**src/rtl/vdp_lite_pkg.sv**
```systemverilog
// Shared constants and requester identities for the character ROM path.
package vdp_lite_pkg;

    localparam int CHAR_ROM_ADDR_WIDTH = 10;
    localparam int CHAR_ROM_DATA_WIDTH = 16;

    typedef enum logic [2:0] {
        REQ_TILE  = 3'd0,
        REQ_LAYER = 3'd1,
        REQ_HOST  = 3'd2
    } req_idx_e;

endpackage

```
**src/rtl/rr_priority_select.sv**
```systemverilog
// Rotating first-one finder: picks the first set mask bit after ptr, wrapping around.
module rr_priority_select #(
    parameter int N = 3
) (
    input  logic [N-1:0]         req_mask,
    input  logic [$clog2(N)-1:0] ptr,
    output logic [N-1:0]         grant,
    output logic                 found
);

    localparam int IW = $clog2(N);

    logic [IW-1:0] idx;

    // NOTE: every signal written here gets a default first, so no path leaves it unassigned and no latch is inferred.
    always_comb begin
        grant = '0;
        found = 1'b0;
        idx   = '0;
        for (int k = 0; k < N; k++) begin
            idx = IW'((int'(ptr) + 1 + k) % N);
            if (!found && req_mask[idx]) begin
                grant[idx] = 1'b1;
                found      = 1'b1;
            end
        end
    end

endmodule

```
**src/rtl/char_rom_arbiter.sv**
```systemverilog
// Character ROM arbiter: fixed-priority tile fetcher, round-robin for the rest, starvation override.
module char_rom_arbiter
    import vdp_lite_pkg::*;
#(
    parameter int NUM_REQ      = 3,
    parameter int ADDR_WIDTH   = CHAR_ROM_ADDR_WIDTH,
    parameter int DATA_WIDTH   = CHAR_ROM_DATA_WIDTH,
    parameter int STARVE_LIMIT = 15
) (
    input  logic                          clk,
    input  logic                          reset_n,
    input  logic [NUM_REQ-1:0]            req_valid,
    input  logic [NUM_REQ*ADDR_WIDTH-1:0] req_address,
    output logic [NUM_REQ-1:0]            req_ready,
    output logic [NUM_REQ-1:0]            resp_valid,
    output logic [DATA_WIDTH-1:0]         resp_data,
    output logic [ADDR_WIDTH-1:0]         rom_address,
    input  logic [DATA_WIDTH-1:0]         rom_read_data
);

    localparam int IDX_W = $clog2(NUM_REQ);
    localparam int CNT_W = $clog2(STARVE_LIMIT + 1);
    localparam int HI    = int'(REQ_TILE);

    logic [IDX_W-1:0]   rr_ptr;
    logic [CNT_W-1:0]   starve_cnt [NUM_REQ];
    logic [NUM_REQ-1:0] starved_mask, low_mask;
    logic [NUM_REQ-1:0] starve_grant, rr_grant, grant;
    logic               starve_found, rr_found;
    logic [IDX_W-1:0]   grant_idx;

    always_comb begin
        starved_mask = '0;
        low_mask     = '0;
        for (int i = 0; i < NUM_REQ; i++) begin
            low_mask[i]     = (i != HI) && req_valid[i];
            starved_mask[i] = low_mask[i] && (starve_cnt[i] == CNT_W'(STARVE_LIMIT));
        end
    end

    // Pointer 0 makes the starved search start at index 1, i.e. lowest index wins.
    rr_priority_select #(.N(NUM_REQ)) u_starve_sel (
        .req_mask (starved_mask),
        .ptr      (IDX_W'(0)),
        .grant    (starve_grant),
        .found    (starve_found)
    );

    rr_priority_select #(.N(NUM_REQ)) u_rr_sel (
        .req_mask (low_mask),
        .ptr      (rr_ptr),
        .grant    (rr_grant),
        .found    (rr_found)
    );

    always_comb begin
        grant = '0;
        if (!reset_n) begin
            grant = '0;
        end else if (starve_found) begin
            grant = starve_grant;
        end else if (req_valid[HI]) begin
            grant[HI] = 1'b1;
        end else if (rr_found) begin
            grant = rr_grant;
        end
    end

    always_comb begin
        rom_address = '0;
        grant_idx   = '0;
        for (int i = 0; i < NUM_REQ; i++) begin
            if (grant[i]) begin
                rom_address = req_address[i*ADDR_WIDTH +: ADDR_WIDTH];
                grant_idx   = IDX_W'(i);
            end
        end
    end

    assign req_ready = grant;
    assign resp_data = rom_read_data;

    // NOTE: state registers use non-blocking assignments so every flop samples pre-edge values.
    always_ff @(posedge clk or negedge reset_n) begin
        if (!reset_n) begin
            resp_valid <= '0;
            rr_ptr     <= '0;
            for (int i = 0; i < NUM_REQ; i++) starve_cnt[i] <= '0;
        end else begin
            resp_valid <= grant;
            if (|grant && grant_idx != IDX_W'(HI)) rr_ptr <= grant_idx;
            for (int i = 0; i < NUM_REQ; i++) begin
                if (i == HI || !req_valid[i] || grant[i])
                    starve_cnt[i] <= '0;
                else if (starve_cnt[i] != CNT_W'(STARVE_LIMIT))
                    starve_cnt[i] <= starve_cnt[i] + 1'b1;
            end
        end
    end

endmodule
```
**config.mk**
```make
export PLATFORM = sky130hd
export DESIGN_NAME = char_rom_arbiter
export DESIGN_NICKNAME = d
export VERILOG_FILES = /design/src/rtl/vdp_lite_pkg.sv /design/src/rtl/rr_priority_select.sv /design/src/rtl/char_rom_arbiter.sv
export SDC_FILE = /design/constraint.sdc
export NUM_CORES = 1
export LEC_CHECK = 0
export ABC_AREA = 1
export BUFFER_PORTS_ARGS = -buffer_cell sky130_fd_sc_hd__buf_2
export CAP_MARGIN = 25
export CORE_ASPECT_RATIO = 0.5
export CORE_MARGIN = 2
export CORE_UTILIZATION = 40
export DETAILED_ROUTE_END_ITERATION = 8
export PLACE_DENSITY = 0.79
export SLEW_MARGIN = 20
export SYNTH_ARGS = -nofsm -noshare
export SYNTH_HDL_FRONTEND = slang
export SYNTH_SLANG_ARGS = --single-unit
```
**constraint.sdc**
```tcl
create_clock -name clk -period 1.8 [get_ports clk]
set_clock_uncertainty 0.05 [all_clocks]
set_input_delay 0.18 -clock clk [delete_from_list [all_inputs] [get_ports clk]]
set_output_delay 0.18 -clock clk [all_outputs]
set_load 0.005 [all_outputs]
```
Yosys cells after proc, flatten, opt, wreduce, memory -nomap -nowiden
Cells that the tools add are included.
- input port bits: 51
- word-level logic and storage cells: 80
- output and inout port bits: 32
- bits in registers: 13
- bitwise gates (word level): 2
- multiplexer cells: 36
- div/mod/pow operators: 3
- $lt $le $gt $ge: 6
- equality and inequality tests: 4
- reductions and logical operators: 20
- add/subtract/negate cells: 5
- operators by type and width (cell ; count):
    modulo 32 x 3 -> 32 bit (second input constant) ; 3
    adder 32 x 2 -> 32 bit (second input constant) ; 1
    adder 32 x 3 -> 32 bit (second input constant) ; 1
    2-to-1 mux 10 bit ; 3
    2-to-1 mux 3 bit ; 7
    2-to-1 mux 4 bit ; 4
    2-to-1 mux 1 bit ; 13
    logical AND 1 bit ; 9
    < comparator 2 x 3 -> 1 bit (second input constant) ; 3
    adder 4 x 1 -> 4 bit (second input constant) ; 2
    equality test 4 bit (second input constant) ; 2
    != test 4 bit (second input constant) ; 2
    binary-select mux 1 bit (select 2 bit) ; 3
    demux 1 bit (select 2 bit) ; 3
    >= comparator 2 x 1 -> 1 bit (second input constant) ; 3
    2-to-1 mux 2 bit ; 3
    bitwise OR 3 bit ; 2
    nonzero test 2 bit ; 3
    logical NOT 1 bit ; 5
    adder 2 x 1 -> 3 bit (second input constant) ; 1
    OR reduction 3 bit ; 1
    logical OR 1 bit ; 2

Logic depth before layout (Yosys ltp)
Gate-level depths: netlist (run 1).
- depth in word-level cells: 19
- gate-level depth with buffers: 17
- gate-level depth less buffers: 16

By module
A second synthesis (run 1) with hierarchy kept.
- cell total of the unflattened synthesis: 255
- area total of the unflattened synthesis: 1645.3 sq um
- modules (own cells, without submodules) (module ; cells each ; times used ; area an instance (sq um) ; seq. area each (sq um)):
    char_rom_arbiter ; 161 ; 1 ; 1099.8 ; 325.3
    rr_priority_select ; 47 ; 2 ; 272.8 ; 0.0

Worst setup path after synthesis (run 1)
Ideal clock, no wire load.
- kind: reg2out
- from: register rr_ptr[0]
- to: output rom_address[0]
- required time: 1.570 ns
- arrival time: 1.720 ns
- buffers on the path: 1
- stages on the path, launching flop included: 17
- path slack: -0.150 ns
- cells stage by stage: dfrtp_1 -> inv_1 -> ha_1 -> inv_2 -> nand3_1 -> nand2_1 -> nand2_1 -> nor2_1 -> nor2_1 -> nand2_1 -> nand2_2 -> buf_6 -> nor2_2 -> nand2_1 -> nand2_1 -> nand2_1 -> nand2_1
- longest elaborated chain between the ends: 18
- elaborated cells on any way between the ends: 47
- classes of those cells: add/sub: 3; div: 3; order compare: 6; mux: 26; bitwise: 2; reduce/logical: 7
- RTL lines (item ; RTL line ; RTL):
    from (decl) ; char_rom_arbiter.sv:25 ; logic [IDX_W-1:0] rr_ptr;
    from (signal assigned) ; char_rom_arbiter.sv:91 ; if (|grant && grant_idx != IDX_W'(HI)) rr_ptr <= grant_idx;
    adder 2 x 1 -> 3 bit (*) ; rr_priority_select.sv:21 ; idx = IW'((int'(ptr) + 1 + k) % N);
    adder 32 x 2 -> 32 bit / modulo 32 x 3 -> 32 bit (equally long branches) ; rr_priority_select.sv:21 ;
    modulo 32 x 3 -> 32 bit, or another cell as far along ; rr_priority_select.sv:21 ;
    < comparator 2 x 3 -> 1 bit (implied by the code), or another cell as far along ; rr_priority_select.sv:23 ; grant[idx] = 1'b1;
    logical AND 1 bit (implied by the code), or another cell as far along ; rr_priority_select.sv:23 ;
    2-to-1 mux 1 bit (implied by the code), or another cell as far along ; rr_priority_select.sv:23 ;
    demux 1 bit (select 2 bit), or another cell as far along ; rr_priority_select.sv:23 ;
    bitwise OR 3 bit (no source line) / 2-to-1 mux 1 bit (equally long branches) ; -- ;
    2-to-1 mux 3 bit / logical NOT 1 bit (equally long branches) ; rr_priority_select.sv:22 ; if (!found && req_mask[idx]) begin
    bitwise OR 3 bit (no source line) / logical AND 1 bit (equally long branches) ; -- ;
    2-to-1 mux 3 bit / 2-to-1 mux 1 bit (equally long branches) ; rr_priority_select.sv:22 ;
    2-to-1 mux 3 bit (*) ; char_rom_arbiter.sv:64 ; end else if (rr_found) begin
    2-to-1 mux 1 bit ; char_rom_arbiter.sv:62 ; end else if (req_valid[HI]) begin
    2-to-1 mux 3 bit (*) ; char_rom_arbiter.sv:60 ; end else if (starve_found) begin
    2-to-1 mux 3 bit (*) ; char_rom_arbiter.sv:58 ; if (!reset_n) begin
    2-to-1 mux 10 bit (2 in series) ; char_rom_arbiter.sv:73 ; if (grant[i]) begin
    2-to-1 mux 10 bit (*) ; char_rom_arbiter.sv:73 ;
    to (decl) ; char_rom_arbiter.sv:17 ; output logic [ADDR_WIDTH-1:0] rom_address,
Mark *: on every way between the ends. The rest lies on a longest branch, timed or not. The select of a mux whose other input is x is not followed.

Worst setup path in the final report (run 1)
- from: register rr_ptr[1]
- to: output rom_address[0]
The elaborated chain is that of the path after synthesis.

==> results of run 1 <==
-- worst max path at each step --
stage | startpoint | endpoint | slack (ps) | depth (start not counted)
after CTS | rr_ptr[0] | rom_address[0] | -640 | 17
after global routing | rr_ptr[1] | rom_address[0] | -800 | 17
final | rr_ptr[1] | rom_address[0] | -700 | 15
after global placement | rr_ptr[0] | rom_address[9] | -250 | 15
after floorplan | rr_ptr[0] | rom_address[2] | -40 | 15
after detailed placement | rr_ptr[0] | rom_address[1] | -390 | 18
-- through the flow --
step                hold slack, ps  instances  util, %
floorplan                     -166        223        -
global placement               137        316     49.8
detailed placement             145        316     49.8
CTS                            230        331     55.1
global route                   251        331     56.2
finish                         243        331     56.2
-- state kept, by name, summed over array words and instances (netlist names) --
register and flops:
rr_ptr 2, resp_valid 3, starve_cnt 8
-- routing by layer --
metal	routed length (µm)	up-vias	share of wire, %	GRT usage [%]
met2	2070	72	50	37.3
met3	339	18	8.2	4.12
met5	0	-	0	0
met1	1600	709	39	20.7
li1	-	778	-	-
met4	130	0	3.1	8.36
-- area by class of cell --
class                   instances  area [µm²]
fillers                       302        1510
multi-input cells             158         898
repair buffers                 76         484
flip-flops and latches         13         327
inverters                      28         115
well taps                      51        63.8
clock buffers                   3        41.3
repair inverters                1        6.26
clock inverters                 1        5.00
-- power groups by stage --
stage | Sequential (mW) | Combinational [mW] | Clock, mW
final | 0.420 | 1.68 | 0.280
after global routing | 0.424 | 1.86 | 0.307
after global placement | 0.418 | 1.28 | 0
after CTS | 0.409 | 1.56 | 0.290
after floorplan | 0.422 | 0.953 | 0
after detailed placement | 0.424 | 1.34 | 0
-- tightest hold or removal path: cells and delay by family --
family | cells | cell delay (ps)
compound gates | 1 | 60
buf+inv | 2 | 180
simple gates | 1 | 90
-- layout by cell type (no fill, tap or decap) --
| cell | count |
|---|---|
| sky130_fd_sc_hd__nand2_8 | 2 |
| sky130_fd_sc_hd__clkinv_2 | 1 |
| sky130_fd_sc_hd__or2_2 | 1 |
| sky130_fd_sc_hd__buf_6 | 3 |
| sky130_fd_sc_hd__buf_2 | 50 |
| sky130_fd_sc_hd__xor2_1 | 1 |
| sky130_fd_sc_hd__dlygate4sd3_1 | 1 |
| sky130_fd_sc_hd__dfrtp_1 | 12 |
| sky130_fd_sc_hd__nand3_2 | 2 |
| sky130_fd_sc_hd__buf_4 | 20 |
| sky130_fd_sc_hd__inv_1 | 22 |
| sky130_fd_sc_hd__xnor2_1 | 2 |
| sky130_fd_sc_hd__nor2_4 | 1 |
| sky130_fd_sc_hd__nor2_2 | 12 |
| sky130_fd_sc_hd__nand2_4 | 2 |
| sky130_fd_sc_hd__nand3_4 | 1 |
| sky130_fd_sc_hd__nand2_2 | 9 |
| sky130_fd_sc_hd__nand4_1 | 3 |
| sky130_fd_sc_hd__inv_4 | 2 |
| sky130_fd_sc_hd__dfrtp_2 | 1 |
| sky130_fd_sc_hd__ha_4 | 3 |
| sky130_fd_sc_hd__ha_1 | 3 |
| sky130_fd_sc_hd__inv_8 | 1 |
| sky130_fd_sc_hd__nand2_1 | 78 |
| sky130_fd_sc_hd__nor2_1 | 7 |
| sky130_fd_sc_hd__and2_1 | 1 |
| sky130_fd_sc_hd__o21ai_0 | 4 |
| sky130_fd_sc_hd__inv_2 | 4 |
| sky130_fd_sc_hd__buf_12 | 2 |
| sky130_fd_sc_hd__clkbuf_8 | 3 |
| sky130_fd_sc_hd__nand3_1 | 22 |
| sky130_fd_sc_hd__nand4_4 | 1 |
| sky130_fd_sc_hd__o21ai_1 | 3 |
-- cell families after synthesis --
kind of cell             synth area share [%]
adder cells (fa/ha/maj)                  5.19
AO/OA/AOI/OAI                            2.42
XOR/XNOR                                 1.82
AND/OR/NAND/NOR                          45.7
buffers and inverters                    22.4
flip-flops                               22.5
-- what timing repair did --
item,CTS,global route
setup endpoints to repair,25,26
hold buffers,1,0
pin swaps,2,9
hold endpoints to repair,13,0
gates cloned,2,0
gates resized for setup,12,15
setup buffers,8,0
==> insert_results.sql, run 1 <==
INSERT INTO impl_metrics (metric_group, metric, value, unit) VALUES
('clock_network', 'cts-buffers-inserted', '3', ''),
('pwr', 'intPower', '1.27', 'mW'),
('grt', 'number_of_antenna_violations_at_the_first_check_in_global_routing', '0', ''),
('routing', 'dr.first_iter.drc_count', '53', ''),
('routing', 'routed_wirelength', '4.14', 'mm'),
('synthesis', 'synth.lib_cells_used.distinct', '25', ''),
('die', 'core_area', '0.00345', 'mm²'),
('critical_path', 'r2r_slack', '-460', 'ps'),
('min_path', 'worst_hold_path.num_cells', '4', ''),
('pwr', 'post-layout-total-power', '2.38', 'mW'),
('synthesis', 'ys.flop_type', 'sky130_fd_sc_hd__dfrtp_1', ''),
('critical_path', 'worstPathCellList', 'ha_4, inv_4, nand2_2, nand2_2, nand2_2, nand3_1, nand2_1, nand3_2, nand2_4, buf_12, nand3_1, nand2_1, nand2_1, nand2_1, buf_2', ''),
('synthesis', 'post_synth.cell_area_avg', '6.49', 'µm²'),
('flow_run', 'drv_cap', '0', ''),
('clock_network', 'worst_skew_pair.late_latency', '250', 'ps'),
('critical_path', 'end_kind', 'primary output', ''),
('timing', 'final_max_slew_viol_count', '0', ''),
('synthesis', 'largest_area_contributor_in_the_synthesized_netlist', 'sky130_fd_sc_hd__dfrtp_1', ''),
('synthesis', 'synth_top_cell_area_share', '22.5', '%'),
('die', 'die-width', '89.0', 'µm'),
('timing', 'hold_violations', '0', ''),
('synthesis', 'synth_edf_count', '0', ''),
('pwr', 'p_sw', '1.11', 'mW'),
('outcome', 'outcome', 'finished, violations left', ''),
('critical_path', 'cpMostUsedCell', 'sky130_fd_sc_hd__nand2_1', ''),
('critical_path', 'timing.critical_path.max_delay_family', 'simple AND/OR/NAND/NOR gates', ''),
('layout', 'drive_gt1_share', '43.2', '%'),
('timing', 'layout_setup_ws', '-702', 'ps'),
('routing', 'routed_wire_length_per_instance', '12.5', 'µm'),
('synthesis', 'post_synth_most_frequent_cells', 'sky130_fd_sc_hd__nand2_1, sky130_fd_sc_hd__inv_1, sky130_fd_sc_hd__nand3_1, sky130_fd_sc_hd__buf_4, sky130_fd_sc_hd__dfrtp_1', ''),
('timing', 'rsz_0062_raised_after_global_routing', 'true', ''),
('critical_path', 'worst_path_arrival_time', '2270', 'ps'),
('timing', 'final_min_period_over_clock_period', '139', '%'),
('critical_path', 'worst_ep_required_time', '1570', 'ps'),
('pwr', 'p_clk_share', '11.8', '%'),
('clock_network', 'cts_max_level', '1', ''),
('outcome', 'violations_in_the_final_reports', 'negative setup slack', ''),
('timing', 'slew-limit-headroom', '57.7', '%'),
('clock_network', 'numClockSinks', '13', ''),
('timing', 'layout_min_cycle_time', '2500', 'ps'),
('die', 'initial_core_utilization', '41.9', '%'),
('place', 'routabilityCongestion', '0.779', ''),
('timing', 'worst_slew_pin_slew', '633', 'ps'),
('layout', 'postLayoutCellArea', '0.00194', 'mm²'),
('layout', 'insertedDiodeCount', '0', ''),
('clock_network', 'cts.path.max_buffers', '2', ''),
('routing', 'drt_drc_violations_left', '0', ''),
('routing', 'drt.antenna.violating_nets', '0', ''),
('clock_network', 'clk_root_buffer_cell', 'sky130_fd_sc_hd__clkbuf_8', ''),
('die', 'die_area', '0.00414', 'mm²'),
('grt', 'grt.total_usage', '19.2', '%'),
('grt', 'number_of_global_route_vias_before_repair', '1409', ''),
('critical_path', 'reg2reg_to', 'starve_cnt[2]', ''),
('die', 'ioPinCount', '83', ''),
('place', 'io_port_bufs', '50', ''),
('synthesis', 'postSynthNetCount', '280', ''),
('grt', 'pin_count_of_the_biggest_net_entering_global_routing', '14', ''),
('critical_path', 'cp-start-kind', 'register', ''),
('place', 'dp_worst_setup_slack', '-394', 'ps'),
('critical_path', 'criticalPathCategory', 'reg2out', ''),
('timing', 'final-setup-viol-count', '25', ''),
('routing', 'detailedRoute.firstPassIterationCount', '4', ''),
('synthesis', 'ys_async_sr_fraction', '100', '%'),
('min_path', 'worst_hold_path_type', 'in2reg', ''),
('pwr', 'p_leak', '1.13', 'nW'),
('synthesis', 'mappedNetlistArea', '0.00145', 'mm²'),
('critical_path', 'r2r_start', 'rr_ptr[1]', ''),
('synthesis', 'post-synth-top-count-cell', 'sky130_fd_sc_hd__nand2_1', ''),
('layout', 'area_growth_syn_to_layout', '34.2', '%'),
('synthesis', 'synthesis.instances', '223', ''),
('timing', 'max_freq', '400', 'MHz');
Power figures use the tool's default switching activity.
==> run 2, diff against run 1 <==
Settings changed: ABC_AREA 1 to not set, CORE_UTILIZATION 40 to 37, PLACE_DENSITY 0.79 to 0.78.
==> insert_results.sql, run 2 <==
INSERT INTO impl_metrics (metric_group, metric, value, unit) VALUES
('critical_path', 'reg2reg_to', 'starve_cnt[2]', ''),
('critical_path', 'r2r_start', 'rr_ptr[0]', ''),
('routing', 'routed_wire_length_per_instance', '16.5', 'µm'),
('pwr', 'p_leak', '0.926', 'nW'),
('place', 'dp_hpwl', '2.86', 'mm'),
('timing', 'final_max_slew_viol_count', '0', ''),
('critical_path', 'critical_path.endpoint', 'rom_address[4]', ''),
('critical_path', 'worst_ep_required_time', '1570', 'ps'),
('synthesis', 'post-synth-top-count-cell', 'sky130_fd_sc_hd__buf_4', ''),
('critical_path', 'cpMostUsedCell', 'sky130_fd_sc_hd__a2111oi_4', ''),
('critical_path', 'timing.critical_path.depth', '9', ''),
('grt', 'grt.total_usage', '21.9', '%'),
('layout', 'top_register', 'starve_cnt', ''),
('die', 'die_area', '0.00371', 'mm²'),
('place', 'io_port_bufs', '50', ''),
('die', 'die-width', '84.2', 'µm'),
('synthesis', 'ys.flop_type', 'sky130_fd_sc_hd__dfrtp_1', ''),
('layout', 'layout.filler_cells', '253', ''),
('synthesis', 'seq_area_frac_synth', '27.4', '%'),
('critical_path', 'worstSetupStartpoint', 'rr_ptr[0]', ''),
('synthesis', 'post_synth.cell_area_avg', '8.74', 'µm²'),
('clock_network', 'cts.path.max_buffers', '2', ''),
('grt', 'total_global_routing_overflow', '0', ''),
('timing', 'layout_min_cycle_time', '2750', 'ps'),
('die', 'fp.dieH', '44.1', 'µm'),
('layout', 'layout.area.seq', '327', 'µm²'),
('min_path', 'worst_hold_path_type', 'in2out', ''),
('routing', 'routed-via-count', '1343', ''),
('critical_path', 'worst_path_arrival_time', '2520', 'ps'),
('die', 'initial_core_utilization', '39.2', '%'),
('timing', 'rsz_0062_raised_after_global_routing', 'true', ''),
('grt', 'number_of_global_route_vias_before_repair', '1422', ''),
('routing', 'dr.first_iter.drc_count', '72', ''),
('clock_network', 'worst_skew_pair.late_latency', '250', 'ps'),
('synthesis', 'postSynthNetCount', '193', ''),
('flow_run', 'drv_cap', '0', ''),
('critical_path', 'worstPathMaxFanout', '5', ''),
('grt', 'pin_count_of_the_biggest_net_entering_global_routing', '13', ''),
('synthesis', 'ys_async_sr_fraction', '100', '%'),
('layout', 'multiInputGateArea', '877', 'µm²'),
('critical_path', 'critical_path.n_buffers_inverters', '2', ''),
('timing', 'final_min_period_over_clock_period', '153', '%'),
('synthesis', 'mappedNetlistArea', '0.00119', 'mm²'),
('routing', 'detailedRoute.firstPassIterationCount', '4', ''),
('clock_network', 'cts.reportedPaths.clkPinSlew', '60', 'ps'),
('timing', 'slew-limit-headroom', '73.6', '%'),
('timing', 'max_freq', '363', 'MHz'),
('die', 'core_area', '0.00303', 'mm²'),
('critical_path', 'timing.critical_path.max_delay_family', 'compound AO/OA/AOI/OAI gates', ''),
('die', 'ioPinCount', '83', ''),
('layout', 'drive_gt1_share', '58.7', '%'),
('clock_network', 'cts-buffers-inserted', '3', ''),
('clock_network', 'cts_max_level', '1', ''),
('timing', 'final-setup-viol-count', '26', ''),
('routing', 'routed_wirelength', '4.06', 'mm'),
('layout', 'largest_register_ffs', '8', ''),
('outcome', 'outcome', 'finished, violations left', ''),
('timing', 'hold_violations', '0', ''),
('pwr', 'power_density', '1310', 'mW/mm²'),
('place', 'placedCellCount', '233', ''),
('layout', 'final_common_cell', 'sky130_fd_sc_hd__buf_2', ''),
('critical_path', 'timing.critical_path.slowest_stage_cell', 'sky130_fd_sc_hd__dfrtp_1', ''),
('synthesis', 'synth_warnings', '0', ''),
('layout', 'insertedDiodeCount', '0', ''),
('place', 'post_dp_cell_area', '0.00157', 'mm²'),
('pwr', 'vdd.ir_drop.worst', '0.000698', 'V'),
('timing', 'worst_slew_pin_slew', '397', 'ps'),
('routing', 'post_drt_via_cell_ratio', '5.46', ''),
('outcome', 'violations_in_the_final_reports', 'negative setup slack', ''),
('critical_path', 'depth_of_the_worst_register_to_register_path', '10', ''),
('clock_network', 'numClockSinks', '13', ''),
('layout', 'largest_registers', 'starve_cnt (8), resp_valid (3), rr_ptr (2)', ''),
('synthesis', 'largest_area_contributor_in_the_synthesized_netlist', 'sky130_fd_sc_hd__dfrtp_1', ''),
('layout', 'final_net_count', '264', ''),
('synthesis', 'synth.lib_cells_used.distinct', '39', ''),
('layout', 'postLayoutCellArea', '0.00184', 'mm²'),
('grt', 'first_pass_grt_wire_length', '6.40', 'mm'),
('critical_path', 'criticalPathCategory', 'reg2out', ''),
('critical_path', 'end_kind', 'primary output', ''),
('synthesis', 'synth_edf_count', '0', ''),
('timing', 'layout_setup_ws', '-953', 'ps'),
('critical_path', 'maximum_single_stage_delay_on_the_critical_path', '410', 'ps'),
('synthesis', 'ys_ff_latch', '13', ''),
('critical_path', 'r2r_slack', '-590', 'ps'),
('routing', 'drt_drc_violations_left', '0', ''),
('clock_network', 'clk_root_buffer_cell', 'sky130_fd_sc_hd__clkbuf_8', ''),
('critical_path', 'cp-start-kind', 'register', ''),
('grt', 'number_of_antenna_violations_at_the_first_check_in_global_routing', '0', ''),
('layout', 'area_growth_syn_to_layout', '54.6', '%'),
('place', 'routabilityCongestion', '0.946', ''),
('layout', 'final_cells', '246', ''),
('die', 'rows', '14', ''),
('routing', 'drt.antenna.violating_nets', '0', ''),
('clock_network', 'tritoncts', 'built', ''),
('synthesis', 'post_synth_most_frequent_cells', 'sky130_fd_sc_hd__buf_4, sky130_fd_sc_hd__dfrtp_1, sky130_fd_sc_hd__nor2_1, sky130_fd_sc_hd__a221o_1, sky130_fd_sc_hd__and2_1', ''),
('layout', 'most-common-layout-cells', 'sky130_fd_sc_hd__buf_2, sky130_fd_sc_hd__buf_4, sky130_fd_sc_hd__nor2_1, sky130_fd_sc_hd__dfrtp_1', ''),
('synthesis', 'synthesis.instances', '136', ''),
('critical_path', 'worstPathCellList', 'inv_2, ha_2, nor2b_4, o21a_1, a2111oi_4, a2111oi_4, and4bb_4, a221o_1, buf_2', ''),
('synthesis', 'synth.top_cells.by_area', 'sky130_fd_sc_hd__dfrtp_1, sky130_fd_sc_hd__buf_4, sky130_fd_sc_hd__a221o_1', ''),
('synthesis', 'synth_top_cell_area_share', '27.4', '%');
-- run 2: timing repair --
action / in CTS / in global routing
buffers inserted: 6 / 1
gates resized for setup: 24 / 10
endpoints found under the hold margin: 13 / 0
hold buffers: 1 / 0
pin swaps: 5 / 0
setup endpoints to repair: 26 / 26
gates cloned: 1 / 0
-- run 2: kinds of logic after synthesis --
kind of cell             count (synthesis)  share of synthesized area (%)
buffers and inverters                   26                           14.3
AND/OR/NAND/NOR                         50                           22.6
AO/OA/AOI/OAI                           37                           26.2
XOR/XNOR                                 2                           1.47
flip-flops                              13                           27.4
adder cells (fa/ha/maj)                  6                           6.32
multiplexers                             2                           1.68
-- run 2: metrics by stage --
step                      total power [mW]  worst slack (ps)  hold slack, ps  utilization (%)  setup TNS [ps]
after floorplan                       1.17              -454            -166                -           -5400
after global placement                1.59              -679           -39.3             51.7          -12120
after detailed placement              1.66              -796           -38.2             51.7          -14550
after CTS                             2.27              -878             310             58.7          -14420
after global routing                  2.56             -1000             310             60.7          -17810
final                                 2.41              -953             310             60.7          -16080
-- run 2: layout make-up --
type                    count  share of cell area (%)
clock buffers               3                    2.25
clock inverters             1                   0.272
inverters                   6                    1.23
multi-input cells          98                    47.7
flip-flops and latches     13                    17.8
well taps                  40                    2.72
repair buffers             85                    28.0
-- run 2: worst min path at each step --
| stage | from | end | cells past startpoint |
|---|---|---|---|
| 2_1_floorplan | reset_n | resp_valid[0] | 0 |
| 3_3_place_gp | reset_n | resp_valid[1] | 1 |
| 3_5_place_dp | reset_n | rr_ptr[0] | 1 |
| 4_1_cts | reset_n | resp_valid[1] | 2 |
| 6_report | rom_read_data[13] | resp_data[13] | 0 |
| 5_1_grt | rom_read_data[14] | resp_data[14] | 0 |
-- run 2: layer usage --
layer	up-vias	part of all wire, %	GRT usage, %	wire length [µm]
met2	46	52	40.3	2120
met4	0	5.1	15.8	208
met3	32	5.9	6.16	240
met1	643	37	22.5	1490
li1	622	-	-	-
met5	-	0	0	0
-- run 2: where the power goes --
group	total (mW)	switching (mW)	internal, mW
Combinational	1.74	0.831	0.911
Sequential	0.406	0.0525	0.353
Clock	0.266	0.113	0.153
==> run 3, diff against run 2 <==
Settings changed: CORE_MARGIN 2 to 1.5, CTS_CLUSTER_DIAMETER set to 80.
==> insert_results.sql, run 3 (synthesized netlist as in run 2, its figures left out) <==
INSERT INTO impl_metrics (metric_group, metric, value, unit) VALUES
('outcome', 'outcome', 'finished, violations left', ''),
('outcome', 'violations_in_the_final_reports', 'negative setup slack', ''),
('timing', 'final_min_period_over_clock_period', '162', '%'),
('flow_run', 'drv_cap', '0', ''),
('layout', 'largest_register_ffs', '8', ''),
('layout', 'final_core_utilization', '61.8', '%'),
('critical_path', 'timing.critical_path.max_delay_family', 'compound AO/OA/AOI/OAI gates', ''),
('layout', 'insertedDiodeCount', '0', ''),
('timing', 'worst_slew_pin_slew', '352', 'ps'),
('critical_path', 'r2r_start', 'rr_ptr[0]', ''),
('timing', 'max_freq', '344', 'MHz'),
('critical_path', 'end_kind', 'primary output', ''),
('die', 'die_area', '0.00358', 'mm²'),
('grt', 'pin_count_of_the_biggest_net_entering_global_routing', '13', ''),
('critical_path', 'cp-start-kind', 'register', ''),
('timing', 'holdWs', '310', 'ps'),
('place', 'post_dp_cell_area', '0.00154', 'mm²'),
('min_path', 'worst_hold_path_type', 'in2out', ''),
('grt', 'number_of_antenna_violations_at_the_first_check_in_global_routing', '0', ''),
('critical_path', 'depth_of_the_worst_register_to_register_path', '11', ''),
('clock_network', 'cts.reportedPaths.clkPinSlew', '60', 'ps'),
('routing', 'drt.antenna.violating_nets', '0', ''),
('clock_network', 'tritoncts', 'built', ''),
('critical_path', 'worstPathCellList', 'inv_2, ha_4, nor2b_4, o21a_1, a2111oi_4, a2111oi_4, and4bb_4, a221o_1, buf_2', ''),
('die', 'rows', '14', ''),
('critical_path', 'worst_path_arrival_time', '2680', 'ps'),
('grt', 'total_global_routing_overflow', '0', ''),
('routing', 'drt_drc_violations_left', '0', ''),
('die', 'die-width', '83.2', 'µm'),
('layout', 'layout.area.seq', '327', 'µm²'),
('layout', 'layout.filler_cells', '237', ''),
('pwr', 'p_leak', '0.923', 'nW'),
('critical_path', 'critical_path.n_buffers_inverters', '2', ''),
('clock_network', 'cts-buffers-inserted', '3', ''),
('pwr', 'power_density', '1310', 'mW/mm²'),
('clock_network', 'worst_skew_pair.late_latency', '240', 'ps'),
('routing', 'routed-via-count', '1386', ''),
('min_path', 'whs_endpoint', 'resp_data[12]', ''),
('grt', 'grt.total_usage', '20.7', '%'),
('place', 'dp_hpwl', '2.62', 'mm'),
('min_path', 'hp-start', 'rom_read_data[12]', ''),
('critical_path', 'worst_ep_required_time', '1570', 'ps'),
('routing', 'routed_wire_length_per_instance', '17.4', 'µm'),
('layout', 'multiInputGateArea', '905', 'µm²'),
('timing', 'hold_violations', '0', ''),
('grt', 'number_of_global_route_vias_before_repair', '1304', ''),
('layout', 'final_common_cell', 'sky130_fd_sc_hd__buf_2', ''),
('timing', 'timing.setup.tns', '-19060', 'ps'),
('layout', 'largest_registers', 'starve_cnt (8), resp_valid (3), rr_ptr (2)', ''),
('timing', 'layout_min_cycle_time', '2910', 'ps'),
('critical_path', 'timing.critical_path.slowest_stage_cell', 'sky130_fd_sc_hd__a2111oi_4', ''),
('die', 'fp.dieH', '43.1', 'µm'),
('timing', 'slew-limit-headroom', '76.3', '%'),
('timing', 'layout_setup_ws', '-1110', 'ps'),
('layout', 'final_net_count', '263', ''),
('routing', 'post_drt_via_cell_ratio', '5.66', ''),
('clock_network', 'cts_max_level', '1', ''),
('critical_path', 'maximum_single_stage_delay_on_the_critical_path', '420', 'ps'),
('layout', 'drive_gt1_share', '59.0', '%'),
('place', 'routabilityCongestion', '0.923', ''),
('clock_network', 'cts.path.max_buffers', '2', ''),
('critical_path', 'reg2reg_to', 'starve_cnt[2]', ''),
('clock_network', 'clk_root_buffer_cell', 'sky130_fd_sc_hd__clkbuf_8', ''),
('die', 'ioPinCount', '83', ''),
('critical_path', 'cpMostUsedCell', 'sky130_fd_sc_hd__a2111oi_4', ''),
('place', 'io_port_bufs', '50', ''),
('routing', 'routed_wirelength', '4.26', 'mm'),
('die', 'initial_core_utilization', '39.2', '%'),
('critical_path', 'r2r_slack', '-650', 'ps'),
('timing', 'rsz_0062_raised_after_global_routing', 'true', ''),
('timing', 'final-setup-viol-count', '26', ''),
('timing', 'final_max_slew_viol_count', '0', ''),
('grt', 'first_pass_grt_wire_length', '5.96', 'mm'),
('layout', 'most-common-layout-cells', 'sky130_fd_sc_hd__buf_2, sky130_fd_sc_hd__buf_4, sky130_fd_sc_hd__dfrtp_1', ''),
('layout', 'postLayoutCellArea', '0.00187', 'mm²'),
('place', 'dp_worst_setup_slack', '-835', 'ps'),
('critical_path', 'criticalPathCategory', 'reg2out', ''),
('critical_path', 'worstPathMaxFanout', '5', ''),
('layout', 'area_growth_syn_to_layout', '57.5', '%'),
('die', 'core_area', '0.00303', 'mm²'),
('routing', 'dr.first_iter.drc_count', '81', ''),
('clock_network', 'numClockSinks', '13', ''),
('layout', 'top_register', 'starve_cnt', ''),
('min_path', 'worst_hold_path.num_cells', '0', ''),
('pwr', 'vdd.ir_drop.worst', '0.000575', 'V'),
('routing', 'detailedRoute.firstPassIterationCount', '4', '');
==> run 3: how the worst max path moves through the flow <==
stage                   start             end  slack (ps)  cells past startpoint
CTS                 rr_ptr[1]  rom_address[4]        -930                      9
finish              rr_ptr[0]  rom_address[1]       -1110                      9
detailed placement  rr_ptr[1]  rom_address[4]        -840                      9
global route        rr_ptr[0]  rom_address[1]       -1180                      9
global placement    rr_ptr[0]  rom_address[1]        -720                      9
floorplan           rr_ptr[0]  rom_address[0]        -450                      9
==> run 3: per-stage QoR <==
| step | std cells | total power, mW |
|---|---|---|
| after global routing | 245 | 2.60 |
| final | 245 | 2.46 |
| after CTS | 239 | 2.07 |
| after global placement | 230 | 1.53 |
| after detailed placement | 230 | 1.57 |
| after floorplan | 136 | 1.17 |
==> run 3: area by class of cell <==
| class | count | share of cell area, % |
|---|---|---|
| flip-flops and latches | 13 | 17.4 |
| well taps | 40 | 2.67 |
| inverters | 6 | 1.20 |
| multi-input cells | 98 | 48.3 |
| repair buffers | 84 | 27.9 |
| clock buffers | 4 | 2.41 |
==> run 3: per-layer routing <==
layer | vias to the layer above | share of wire, % | global-route usage, % | wire length (µm)
met5 | - | 0 | 0 | 0
li1 | 623 | - | - | -
met3 | 26 | 5.3 | 3.70 | 226
met4 | 0 | 3.2 | 6.33 | 138
met1 | 666 | 40 | 24.3 | 1710
met2 | 71 | 51 | 39.2 | 2190
==> run 3: what timing repair did <==
item	4_1_cts	5_1_grt
cloned	0	1
gates resized for setup	20	19
pin swaps	6	11
hold buffers	1	0
endpoints found under the setup margin	26	26
endpoints found under the hold margin	13	0
buffers inserted	5	6
==> run 3: power by group <==
| group | internal, mW | switching, mW |
|---|---|---|
| Clock | 0.156 | 0.111 |
| Sequential | 0.354 | 0.0500 |
| Combinational | 0.920 | 0.865 |
| Total | 1.43 | 1.03 |
